==> config.mk <==
export PLATFORM = sky130hd
export DESIGN_NAME = pipe_ctrl_unit
export DESIGN_NICKNAME = d
export VERILOG_FILES = /design/src/rtl/pipe_ctrl_unit.sv
export SDC_FILE = /design/constraint.sdc
export NUM_CORES = 1
export LEC_CHECK = 0
export BUFFER_PORTS_ARGS = -buffer_cell sky130_fd_sc_hd__buf_2
export CORE_ASPECT_RATIO = 2
export CORE_MARGIN = 2
export CORE_UTILIZATION = 35
export CTS_BUF_LIST = sky130_fd_sc_hd__clkbuf_8 sky130_fd_sc_hd__clkbuf_16
export CTS_CLUSTER_DIAMETER = 80
export DETAILED_ROUTE_END_ITERATION = 10
export PLACE_DENSITY = 0.64
export SYNTH_ARGS = -nofsm -noshare
export SYNTH_HDL_FRONTEND = slang
export SYNTH_SLANG_ARGS = --single-unit
export TNS_END_PERCENT = 50
==> constraint.sdc <==
create_clock -name clk -period 2.49 [get_ports clk]
set_input_delay 0.747 -clock clk [delete_from_list [all_inputs] [get_ports clk]]
set_output_delay 0.747 -clock clk [all_outputs]
set_load 0.1 [all_outputs]
==> src/rtl/pipe_ctrl_unit.sv <==
// pipe_ctrl_unit: decodes the ID-stage opcode into pipeline control bits,
// carries them through ID/EX, EX/MEM and MEM/WB, detects load-use stalls,
// applies flushes, and halts the front end once an ECALL has drained.
module pipe_ctrl_unit #(
  parameter bit ENABLE_JUMP = 1'b1,
  parameter int REG_IDX_W   = 5
) (
  input  logic                 clk,
  input  logic                 reset,
  input  logic                 id_valid,
  input  logic [6:0]           id_opcode,
  input  logic [REG_IDX_W-1:0] id_rs1,
  input  logic [REG_IDX_W-1:0] id_rs2,
  input  logic [REG_IDX_W-1:0] id_rd,
  input  logic                 flush,
  output logic                 pc_write,
  output logic                 if_id_write,
  output logic                 ex_alu_src,
  output logic                 ex_is_jal,
  output logic                 ex_is_jalr,
  output logic [1:0]           ex_alu_op,
  output logic [REG_IDX_W-1:0] ex_rd,
  output logic                 mem_mem_read,
  output logic                 mem_mem_write,
  output logic [REG_IDX_W-1:0] mem_rd,
  output logic                 mem_reg_write,
  output logic                 wb_reg_write,
  output logic                 wb_mem_to_reg,
  output logic                 wb_pc_to_reg,
  output logic [REG_IDX_W-1:0] wb_rd,
  output logic                 halted
);

  localparam logic [6:0] OP_LOAD   = 7'b0000011;
  localparam logic [6:0] OP_STORE  = 7'b0100011;
  localparam logic [6:0] OP_ARITH  = 7'b0110011;
  localparam logic [6:0] OP_ARITHI = 7'b0010011;
  localparam logic [6:0] OP_BRANCH = 7'b1100011;
  localparam logic [6:0] OP_ECALL  = 7'b1110011;
  localparam logic [6:0] OP_JAL    = 7'b1101111;
  localparam logic [6:0] OP_JALR   = 7'b1100111;

  typedef enum logic [1:0] {ST_RUN, ST_DRAIN, ST_HALT} state_t;

  // Everything a decoded instruction carries into EX.
  typedef struct packed {
    logic                 alu_src;
    logic                 is_jal;
    logic                 is_jalr;
    logic [1:0]           alu_op;
    logic                 mem_read;
    logic                 mem_write;
    logic                 reg_write;
    logic                 mem_to_reg;
    logic                 pc_to_reg;
    logic                 is_ecall;
    logic [REG_IDX_W-1:0] rd;
  } idex_t;

  // EX/MEM keeps only what MEM, WB and the halt detection still need.
  typedef struct packed {
    logic                 mem_read;
    logic                 mem_write;
    logic                 reg_write;
    logic                 mem_to_reg;
    logic                 pc_to_reg;
    logic                 is_ecall;
    logic [REG_IDX_W-1:0] rd;
  } exmem_t;

  typedef struct packed {
    logic                 reg_write;
    logic                 mem_to_reg;
    logic                 pc_to_reg;
    logic [REG_IDX_W-1:0] rd;
  } memwb_t;

  state_t state_q;
  logic   halted_q;
  idex_t  dec, idex_d, idex_q;
  exmem_t exmem_d, exmem_q;
  memwb_t memwb_d, memwb_q;
  logic   uses_rs1, uses_rs2, hazard, running, issue;

  // Opcode decode; anything unknown or invalid is a bubble with rd=0.
  always_comb begin
    dec      = '0;
    uses_rs1 = 1'b0;
    uses_rs2 = 1'b0;
    if (id_valid) begin
      case (id_opcode)
        OP_LOAD: begin
          dec.mem_read = 1'b1; dec.mem_to_reg = 1'b1; dec.alu_src = 1'b1;
          dec.reg_write = 1'b1; dec.rd = id_rd; uses_rs1 = 1'b1;
        end
        OP_STORE: begin
          dec.mem_write = 1'b1; dec.alu_src = 1'b1; dec.rd = id_rd;
          uses_rs1 = 1'b1; uses_rs2 = 1'b1;
        end
        OP_ARITH: begin
          dec.reg_write = 1'b1; dec.alu_op = 2'b10; dec.rd = id_rd;
          uses_rs1 = 1'b1; uses_rs2 = 1'b1;
        end
        OP_ARITHI: begin
          dec.alu_src = 1'b1; dec.reg_write = 1'b1; dec.alu_op = 2'b10;
          dec.rd = id_rd; uses_rs1 = 1'b1;
        end
        OP_BRANCH: begin
          dec.alu_op = 2'b01; dec.rd = id_rd; uses_rs1 = 1'b1; uses_rs2 = 1'b1;
        end
        // ECALL never writes a register, so rd stays 0.
        OP_ECALL: dec.is_ecall = 1'b1;
        OP_JAL: if (ENABLE_JUMP) begin
          dec.reg_write = 1'b1; dec.pc_to_reg = 1'b1; dec.is_jal = 1'b1;
          dec.rd = id_rd;
        end
        OP_JALR: if (ENABLE_JUMP) begin
          dec.alu_src = 1'b1; dec.reg_write = 1'b1; dec.pc_to_reg = 1'b1;
          dec.is_jalr = 1'b1; dec.rd = id_rd; uses_rs1 = 1'b1;
        end
        default: dec = '0;
      endcase
    end
  end

  // Load-use stall and front-end gating; flush overrides a stall.
  always_comb begin
    hazard = idex_q.mem_read && (idex_q.rd != '0) &&
             (((idex_q.rd == id_rs1) && uses_rs1) ||
              ((idex_q.rd == id_rs2) && uses_rs2));
    running     = (state_q == ST_RUN);
    pc_write    = running && (flush || !hazard);
    if_id_write = pc_write;
    issue       = running && !flush && !hazard;
  end

  // Next values for the three stage registers.
  always_comb begin
    idex_d             = issue ? dec : '0;
    exmem_d.mem_read   = idex_q.mem_read;
    exmem_d.mem_write  = idex_q.mem_write;
    exmem_d.reg_write  = idex_q.reg_write;
    exmem_d.mem_to_reg = idex_q.mem_to_reg;
    exmem_d.pc_to_reg  = idex_q.pc_to_reg;
    exmem_d.is_ecall   = idex_q.is_ecall;
    exmem_d.rd         = idex_q.rd;
    memwb_d.reg_write  = exmem_q.reg_write;
    memwb_d.mem_to_reg = exmem_q.mem_to_reg;
    memwb_d.pc_to_reg  = exmem_q.pc_to_reg;
    memwb_d.rd         = exmem_q.rd;
  end

  // Stage registers; downstream stages always advance.
  always_ff @(posedge clk or posedge reset) begin
    if (reset) begin
      idex_q  <= '0;
      exmem_q <= '0;
      memwb_q <= '0;
    end else begin
      idex_q  <= idex_d;
      exmem_q <= exmem_d;
      memwb_q <= memwb_d;
    end
  end

  // Run/drain/halt control; halt is taken as the ECALL moves into MEM/WB.
  always_ff @(posedge clk or posedge reset) begin
    if (reset) begin
      state_q  <= ST_RUN;
      halted_q <= 1'b0;
    end else begin
      case (state_q)
        ST_RUN:   if (issue && dec.is_ecall) state_q <= ST_DRAIN;
        ST_DRAIN: if (exmem_q.is_ecall) begin
          state_q  <= ST_HALT;
          halted_q <= 1'b1;
        end
        ST_HALT:  state_q <= ST_HALT;
        default:  state_q <= ST_RUN;
      endcase
    end
  end

  assign ex_alu_src    = idex_q.alu_src;
  assign ex_is_jal     = idex_q.is_jal;
  assign ex_is_jalr    = idex_q.is_jalr;
  assign ex_alu_op     = idex_q.alu_op;
  assign ex_rd         = idex_q.rd;
  assign mem_mem_read  = exmem_q.mem_read;
  assign mem_mem_write = exmem_q.mem_write;
  assign mem_rd        = exmem_q.rd;
  assign mem_reg_write = exmem_q.reg_write;
  assign wb_reg_write  = memwb_q.reg_write;
  assign wb_mem_to_reg = memwb_q.mem_to_reg;
  assign wb_pc_to_reg  = memwb_q.pc_to_reg;
  assign wb_rd         = memwb_q.rd;
  assign halted        = halted_q;

endmodule
Word level (Yosys, flattened, before mapping)
Index checks and enable logic that the tools add are counted.
W data, S select, Z words.

cells by class
  mux-type cells = 19
  equality and inequality tests = 14
  reduce and logical (&&, ||, !) cells = 23

operator list
  kind                  number
  $mux W16              2
  $eq A7 B7 Y1 const B  4
  $eq A7 B6 Y1 const B  2
  $mux W1               12
  $eq A5 B5 Y1          2
  $logic_and A1 B1 Y1   8
  $eq A7 B2 Y1 const B  1
  $eq A7 B5 Y1 const B  1
  $reduce_or A7 Y1      1
  $pmux W2 S3           1
  $reduce_or A6 Y1      1
  $mux W5               1
  $reduce_bool A5 Y1    1
  $reduce_or A5 Y1      1
  $mux W2               2
  $pmux W2 S2           1
  $reduce_and A2 Y1     2
  $reduce_or A2 Y1      2
  $reduce_or A4 Y1      1
  $reduce_or A3 Y1      1
  $eq A2 B1 Y1 const B  1
  $eq A2 B2 Y1 const B  1
  $logic_not A1 Y1      2
  $logic_not A2 Y1      1
  other kinds (3)       4

word-level totals
  output and inout port bits = 29
  word-level logic and storage cells = 80
  bits in registers = 38
  bits of input ports = 26

Longest topological paths before layout
Gate-level depths: netlist of run 1.

  depth after elaboration = 12
  gate-level depth with buffers = 6

Least setup slack after synthesis of run 1
Ideal clock, no wire load.

  path kind = register -> output
  start point = reg idex_q, in the netlist ex_rd[1]
  end point = out pc_write
  data required time = 1743 ps
  data arrival time = 2666 ps
  path slack = -923 ps
  cell stages (with the launch flop) = 7
  buffers on the path = 1
  cell sequence = dfrtp_1 > or4_4 > o2111ai_4 > nor2_1 > a21oi_2 > o21a_1 > buf_4

on the way
  word-level cells in the longest chain between the ends = 7
  elaborated cells on any way between the ends = 11
  classes of those cells = eq/ne (2); reduce/logical (9)

ends and longest elaborated chain
  element                                 RTL line  RTL
  from (decl)                             80        idex_t dec, idex_d, idex_q;
  from (signal assigned)                  160       idex_q <= idex_d;
  $eq A5 B5 Y1 (on tied branches)         129, 130
  $logic_and A1 B1 Y1 (on tied branches)  129, 130
  $logic_or A1 B1 Y1                      129       (((idex_q.rd == id_rs1) && uses_rs1) ||
  $logic_and A1 B1 Y1 (*)                 128       hazard = idex_q.mem_read && (idex_q.rd != '0) &&
  $logic_not A1 Y1 (*)                    132       pc_write = running && (flush || !hazard);
  $logic_or A1 B1 Y1 (*)                  132
  $logic_and A1 B1 Y1 (*)                 132
  to (decl)                               16        output logic pc_write,

Mark *: on every way between the ends. The rest lies on a longest branch, timed or not.

Final worst setup path of run 1
  start point = reg idex_q, in the netlist ex_rd[3]
  end point = out pc_write

The elaborated chain is that of the path after synthesis.

==> impl_metrics.toml, run 1 <==
[setup_path]
critical_path_class = "reg -> out"
end_kind = "output pin"
start_kind = "flop"
cp_num_cells = 6
critical-path-max-stage-delay_ps = 550
rr_startpoint = "ex_rd[1]"
worstPathRequired_ps = 1740
arrival_ps = 2010
worst_r2r_path_depth = 8
cp_slowest_cell = "or4_4"
critPathTopFamily = "simple AND/OR/NAND/NOR gates"
crit_start = "ex_rd[3]"
crit_chain = "or4_4 > o2111ai_4 > nor2_2 > a21oi_2 > o21a_4 > buf_12"
crit_fanout = 3
path_buf_inv = 1

[global_routing]
grt_pass1_vias = 1244
grt_busiest_layer = "met2"
grt_max_degree = 37
grtUsageTotal = 0.144
use_met2 = 0.281
grt.met3_usage = 0.0309
antenna_found_initial = 0
grt_first_pass_wirelength_um = 5420
grt-ovfl-total = 0
grtUsageMet1 = 0.133

[floorplan]
dieArea_mm2 = 0.00487
dieHeight_um = 96.7
io-pin-count = 55
core-area_mm2 = 0.00413
rows = 33
fp.dieW_um = 50.4
start_util = 0.364

[sta]
setup_viol = 2
fmax_mhz = 363
min_period_over_period = 1.11
tightest_slew_ps = 472
rsz0062_at_grt = "yes"
tns_ps = -536
drv_slew = 0
slew_headroom = 0.683
hold_slack_ps = 349
finalClockSkew_ps = 6.72
period_needed_ps = 2760
finalHoldViolCount = 0
timing.final.ws_setup_ps = -268

[drt]
drt_first_pass_iters = 4
vias = 1162
vias_per_cell = 4.72
wire_per_inst_um = 13.2
drt-initial-drc-count = 8
drc = 0
ant_nets = 0
routed_wl_um = 3240

[synthesis]
synth_seq_cells = 36
yosysWarningCount = 0
netlist_area_mm2 = 0.00150
avgSynthCellArea_um2 = 12.1
ys_seq_area_frac = 0.599
ys_types = 31
postSynthCellCount = 124
syn_nets = 153

[finish]
syn_to_final_growth_pct = 36.1
n_antenna_cell = 0
mostFrequentLayoutCells = "buf_2, dfrtp_1, buf_4, nand2_1"
fin_area_mm2 = 0.00205
drive_above_1_share = 0.474
final_common_cell = "buf_2"
nets = 223

[placement]
gp_congestion = 0.791
portBuffers = 54
place_area_mm2 = 0.00194
hpwl_um = 2570
post-place-ws_ps = -166

[power]
ir_worst_vdd_v = 0.000825
power_density_mw_per_mm2 = 713
leakagePower_uw = 0.00111

[flow_run]
maxCapViolations = 0

[cts]
clock_sinks = 36
htree_levels = 2
clock_latency_ps = 280
numCtsBuffers = 5
clkTransAtPathRegs_ps = 60
cts_tree = "done"
cts_root_buf = "clkbuf_8"
clockBufferDepth = 2

[outcome]
violations = "negative setup slack"
status = "complete, but fails checks"

[min_path]
hold_depth = 0
timing.hold.worst.start = "exmem_q[6]"
hold_class = "reg -> reg"
stage by stage:
step / total power, µW / util / instances
floorplan: 978 / - / 124
global placement: 1090 / 0.470 / 237
detailed placement: 1100 / 0.470 / 237
CTS: 1470 / 0.495 / 246
global route: 1540 / 0.496 / 246
finish: 1460 / 0.496 / 246
cell type report:
class / instances / area, µm²
clock inverter: 2 / 8.76
fill: 385 / 2080
clock buffer: 5 / 68.8
timing repair buffer: 74 / 463
sequential: 36 / 901
inverter: 5 / 18.8
tap: 52 / 65.1
multi-input combinational: 72 / 522
final timing paths:
path	endpoint	slack, ps
max in group asynchronous	mem_rd[1]	1630
worst min-delay path	wb_pc_to_reg	350
worst max register to register	ex_alu_op[1]	400
min in group asynchronous	exmem_d[9]	550
worst max-delay path	pc_write	-270
worst min register to register	wb_pc_to_reg	350
Yosys cell counts, drive strengths merged:
master,n,share of area
a21o,1,0.0050
a21oi,3,0.020
o21ai,2,0.0067
nor3,7,0.023
nor2,9,0.022
nand3b,1,0.0050
or3b,1,0.0058
buf,11,0.055
nand4,1,0.0042
nor2b,2,0.0083
mux2,2,0.015
xnor2,8,0.047
o2111ai,1,0.017
o41ai,1,0.0058
and4b,1,0.0067
and3,5,0.021
xor2,2,0.012
nor3b,1,0.0050
and3b,1,0.0058
nand2,9,0.022
or4,2,0.015
and2,1,0.0042
ha,3,0.025
o21bai,1,0.0050
nor4,2,0.0083
inv,5,0.012
nand3,4,0.013
dfrtp,36,0.60
o21a,1,0.0050
per-layer routing:
layer  part of all wire  wire (µm)  up-vias
met5                  0          0        -
met4              0.022         70        0
met3              0.059        192        7
met2               0.58       1880       45
met1               0.34       1090      560
li1                   -          -      550
power breakdown:
| part | internal, µW | switching, µW |
|---|---|---|
| clock network | 186 | 183 |
| registers | 606 | 10.9 |
| logic | 189 | 287 |
| total | 980 | 480 |
cell families (layout without fill, tap and decap cells):
| kind of cell | after synthesis | in the layout | share of synthesized area |
|---|---|---|---|
| AO/OA/AOI/OAI | 10 | 10 | 0.0649 |
| XOR/XNOR | 10 | 10 | 0.0582 |
| adder cells (fa/ha/maj) | 3 | 3 | 0.0250 |
| buffers and inverters | 16 | 86 | 0.0674 |
| flip-flops | 36 | 36 | 0.599 |
| multiplexers | 2 | 2 | 0.0150 |
| AND/OR/NAND/NOR | 47 | 47 | 0.171 |
what timing repair did:
item	4_1_cts	5_1_grt
hold buffers	0	0
pin swaps	5	5
setup endpoints to repair	2	2
resized for setup	2	1
setup buffers	2	0
(Power assumes the default switching activity.)
==> inputs of run 2 (changes only) <==
--- a/config.mk
+++ b/config.mk
@@ -12,6 +12,7 @@
 export CTS_BUF_LIST = sky130_fd_sc_hd__clkbuf_8 sky130_fd_sc_hd__clkbuf_16
 export CTS_CLUSTER_DIAMETER = 80
 export DETAILED_ROUTE_END_ITERATION = 10
+export GPL_TIMING_DRIVEN = 0
 export PLACE_DENSITY = 0.64
 export SYNTH_ARGS = -nofsm -noshare
 export SYNTH_HDL_FRONTEND = slang
==> run 2 against run 1 <==
Against the previous run: the flow still finishes with violations (negative setup slack); critical path depth grew 1; sequential share of layout area grew 0.17 points; critical endpoint unchanged; hold slack better by 1.3 ps; combinational power barely moved; sequential power about the same; power grew 8.5%; utilization fell by 0.12 points; highest routed layer unchanged.
==> impl_metrics.toml, run 2 (synthesized netlist as in run 1, its figures left out) <==
[drt]
vias = 1161
drt_first_pass_iters = 4
vias_per_cell = 4.76
drc = 0
wire_per_inst_um = 13.1
drt-initial-drc-count = 12
ant_nets = 0
routed_wl_um = 3190

[global_routing]
antenna_found_initial = 0
grt_pass1_vias = 1195
grt-ovfl-total = 0
grt_first_pass_wirelength_um = 5360
grt_max_degree = 37
grtUsageTotal = 0.145

[placement]
dp_cells = 230
portBuffers = 54
place_area_mm2 = 0.00186
gp_congestion = 0.831
hpwl_um = 2410

[min_path]
hold_class = "reg -> reg"

[floorplan]
core-area_mm2 = 0.00413
fp.dieW_um = 50.4
dieArea_mm2 = 0.00487
io-pin-count = 55
start_util = 0.364
dieHeight_um = 96.7
rows = 33

[sta]
setup_viol = 2
drv_slew = 0
slew_headroom = 0.522
finalHoldViolCount = 0
timing.final.ws_setup_ps = -384
tightest_slew_ps = 716
rsz0062_at_grt = "yes"
period_needed_ps = 2870
min_period_over_period = 1.15
fmax_mhz = 348
finalClockSkew_ps = 6.49

[cts]
clkTransAtPathRegs_ps = 70
cts_root_buf = "clkbuf_8"
clock_sinks = 36
numCtsBuffers = 5
htree_levels = 2
cts_tree = "done"
clock_latency_ps = 280
clockBufferDepth = 2
ctsHoldBuffers = 0

[finish]
fin_cells = 244
n_antenna_cell = 0
fin_area_mm2 = 0.00204
final_common_cell = "buf_2"
final_core_util = 0.495
syn_to_final_growth_pct = 35.8
nets = 220
mostFrequentLayoutCells = "buf_2, dfrtp_1, buf_4, nand2_1"
final-seq-area_um2 = 902
multi_input_area_um2 = 517
fillCellCount = 393
drive_above_1_share = 0.474

[setup_path]
critical_path_class = "reg -> out"
cp_slowest_cell = "or4_4"
worstPathRequired_ps = 1740
critical-path-max-stage-delay_ps = 560
end_kind = "output pin"
arrival_ps = 2130
crit_chain = "or4_4 > o2111ai_4 > nor2_2 > a21oi_2 > o21a_4 > buf_12 > buf_12"
start_kind = "flop"
cpMostUsedCell = "buf_12"
crit_fanout = 3

[outcome]
violations = "negative setup slack"
status = "complete, but fails checks"

[power]
ir_worst_vdd_v = 0.000670
leakagePower_uw = 0.00111
power_density_mw_per_mm2 = 776

[flow_run]
maxCapViolations = 0
## run 2: cell types whose count changed in the layout (fill, tap and decap cells not counted), sizes merged
| cell | delta |
|---|---|
| bufinv | +1 |
| buf | -3 |
## run 2: path summary, 6_finish.rpt
check,slack [ps],cells past startpoint,end,start
worst max-delay path,-380,7,pc_write,ex_rd[1]
worst min-delay path,350,0,wb_pc_to_reg,exmem_q[6]
worst max register to register,540,6,exmem_d[9],ex_rd[3]
worst min register to register,350,0,wb_pc_to_reg,exmem_q[6]
max in group asynchronous,1410,2,ex_rd[3],reset
min in group asynchronous,580,2,wb_pc_to_reg,reset
## run 2: worst max-delay path, delay by kind of cell, from the launching register on
family                 cells  cell delay, ps
and+or+nand+nor            2             630
AOI/OAI and AO/OA          3             570
DFF                        1             390
buffers and inverters      2             250
## run 2: per-layer routing
metal / global-route usage / vias up / wire [µm]
li1: - / 544 / -
met1: 0.137 / 558 / 1030
met2: 0.269 / 48 / 1850
met3: 0.0401 / 11 / 211
met4: 0.0748 / 0 / 95
met5: 0 / - / 0
## run 2: what timing repair did
item / in CTS / in global routing
pin swaps: 3 / 2
buffers inserted: 5 / 1
gates resized for setup: 8 / 1
setup endpoints to repair: 2 / 2
## run 2: cell type report
cell class	instances	area share
clock buffer	5	0.0337
sequential	36	0.442
inverter	5	0.00919
timing repair buffer	60	0.165
tap	52	0.0319
buffer	11	0.0466
clock inverter	3	0.0190
multi-input combinational	72	0.253
## run 2: per-stage QoR
step	hold slack (ps)	power, µW	worst slack [ps]	TNS, ps
2_1_floorplan	331	978	-324	-424
3_3_place_gp	334	1040	-626	-1180
3_5_place_dp	337	1060	-657	-1240
4_1_cts	354	1600	-416	-800
5_1_grt	359	1660	-474	-915
6_report	351	1590	-384	-737
## run 2: where the power goes
part | internal (µW) | total, µW | leakage (µW) | switching, µW
Sequential | 606 | 619 | 0.000498 | 12.8
Clock | 293 | 489 | 0.0000593 | 196
Combinational | 191 | 478 | 0.000556 | 287
==> inputs of run 3 (changes only) <==
==> constraint.sdc (replaced) <==
create_clock -name clk -period 2.49 [get_ports clk]
set_input_delay 0.747 -clock clk [delete_from_list [all_inputs] [get_ports clk]]
set_output_delay 0.747 -clock clk [all_outputs]
set_load 0.01 [all_outputs]
==> run 3 against run 2 <==
Against the previous run: the run still ends with negative setup slack left; power decreased by 20%; highest routed layer unchanged; critical endpoint unchanged; sequential power about the same; die area unchanged.
==> impl_metrics.toml, run 3 (synthesized netlist as in run 1, its figures left out) <==
[setup_path]
cp_num_cells = 7
worst_r2r_path_depth = 6
crit_fanout = 3
critical-path-max-stage-delay_ps = 550
crit_chain = "or4_4 > o2111ai_4 > nor2_2 > a21oi_2 > o21a_1 > buf_4 > buf_6"
end_kind = "output pin"
worstPathRequired_ps = 1740
arrival_ps = 2050
critPathTopFamily = "simple AND/OR/NAND/NOR gates"
start_kind = "flop"
critical_path_class = "reg -> out"
path_buf_inv = 2
cp_slowest_cell = "or4_4"

[floorplan]
start_util = 0.364
dieArea_mm2 = 0.00487
dieHeight_um = 96.7
fp.dieW_um = 50.4
io-pin-count = 55
core-area_mm2 = 0.00413
rows = 33

[finish]
mostFrequentLayoutCells = "buf_2, dfrtp_1, buf_4, nand2_1"
final_common_cell = "buf_2"
n_antenna_cell = 0
syn_to_final_growth_pct = 32.4
final_core_util = 0.482
drive_above_1_share = 0.469
nets = 220

[flow_run]
maxCapViolations = 0

[cts]
clkTransAtPathRegs_ps = 70
cts_root_buf = "clkbuf_8"
clock_latency_ps = 280
numCtsBuffers = 5
cts_tree = "done"
ctsHoldBuffers = 0
clockBufferDepth = 2
htree_levels = 2
clock_sinks = 36

[sta]
finalHoldViolCount = 0
drv_slew = 0
rsz0062_at_grt = "yes"
min_period_over_period = 1.12
tightest_slew_ps = 716
finalClockSkew_ps = 5.93
slew_headroom = 0.522
fmax_mhz = 358
tns_ps = -547
timing.final.ws_setup_ps = -304
setup_viol = 2
period_needed_ps = 2790

[global_routing]
grt_max_degree = 37
antenna_found_initial = 0
grtUsageTotal = 0.136
grt-ovfl-total = 0
grt_pass1_vias = 1158
grt_first_pass_wirelength_um = 4980

[power]
ir_worst_vdd_v = 0.000392
total_power_uw = 1260
power_density_mw_per_mm2 = 634
leakagePower_uw = 0.00110

[drt]
vias_per_cell = 4.64
ant_nets = 0
routed_wl_um = 2930
drt-initial-drc-count = 3
wire_per_inst_um = 12.0
vias = 1133
drc = 0
drt_first_pass_iters = 4

[outcome]
status = "complete, but fails checks"
violations = "negative setup slack"

[placement]
hpwl_um = 2310
portBuffers = 54
gp_congestion = 0.827

[min_path]
hold_class = "reg -> reg"
hold_depth = 0
run 3: cell types whose count changed in the layout (fill, tap and decap cells not counted), sizes merged:
cell    delta
inv        +1
clkbuf     +1
bufinv     -1
clkinv     -1
run 3: what timing repair did:
item,in CTS,in global routing
resized for setup,4,2
endpoints found under the setup margin,2,2
pin swaps,2,5
endpoints found under the hold margin,0,0
cloned,0,0
buffers inserted,5,1
run 3: stage by stage:
stage	instance area (µm²)	instances	setup slack (ps)	hold slack, ps
after global routing	1990	244	-406	358
after detailed placement	1840	230	-339	336
final	1990	244	-304	346
after floorplan	1500	124	-49.4	331
after CTS	1980	243	-324	347
after global placement	1840	230	-328	333
run 3: path summary, 6_finish.rpt:
check                          endpoint  startpoint  slack (ps)
setup / recovery               pc_write    ex_rd[2]        -300
hold / removal               exmem_q[6]  exmem_d[6]         350
setup reg to reg           ex_alu_op[1]    ex_rd[1]         620
hold reg to reg              exmem_q[6]  exmem_d[6]         350
max in group asynchronous      ex_rd[1]       reset        1390
min in group asynchronous  wb_pc_to_reg       reset         590
run 3: worst register-to-register path, cell delays in order (launching register included):
cell and delay (ps):
dfrtp_2 400, buf_4 150, xnor2_1 160, nand3_1 180, or3b_2 530, a21oi_4 240
nor3_1 100
run 3: layout make-up:
type,count,area [µm²]
inverter,5,18.8
sequential,36,903
buffer,11,82.6
fill,416,2140
clock buffer,6,82.6
multi-input combinational,72,509
clock inverter,2,7.51
timing repair buffer,60,322
tap,52,65.1
run 3: where the power goes:
part | internal [µW] | switching, µW | total (µW)
combinational | 126 | 118 | 243
sequential | 606 | 10.5 | 616
clock | 217 | 185 | 402
total | 948 | 313 | 1260
run 3: layer usage:
metal,track usage,part of all wire,vias to the layer above
li1,-,-,547
met2,0.243,0.55,41
met4,0.0894,0.034,0
met1,0.132,0.35,537
met5,0,0,-
met3,0.0340,0.060,8
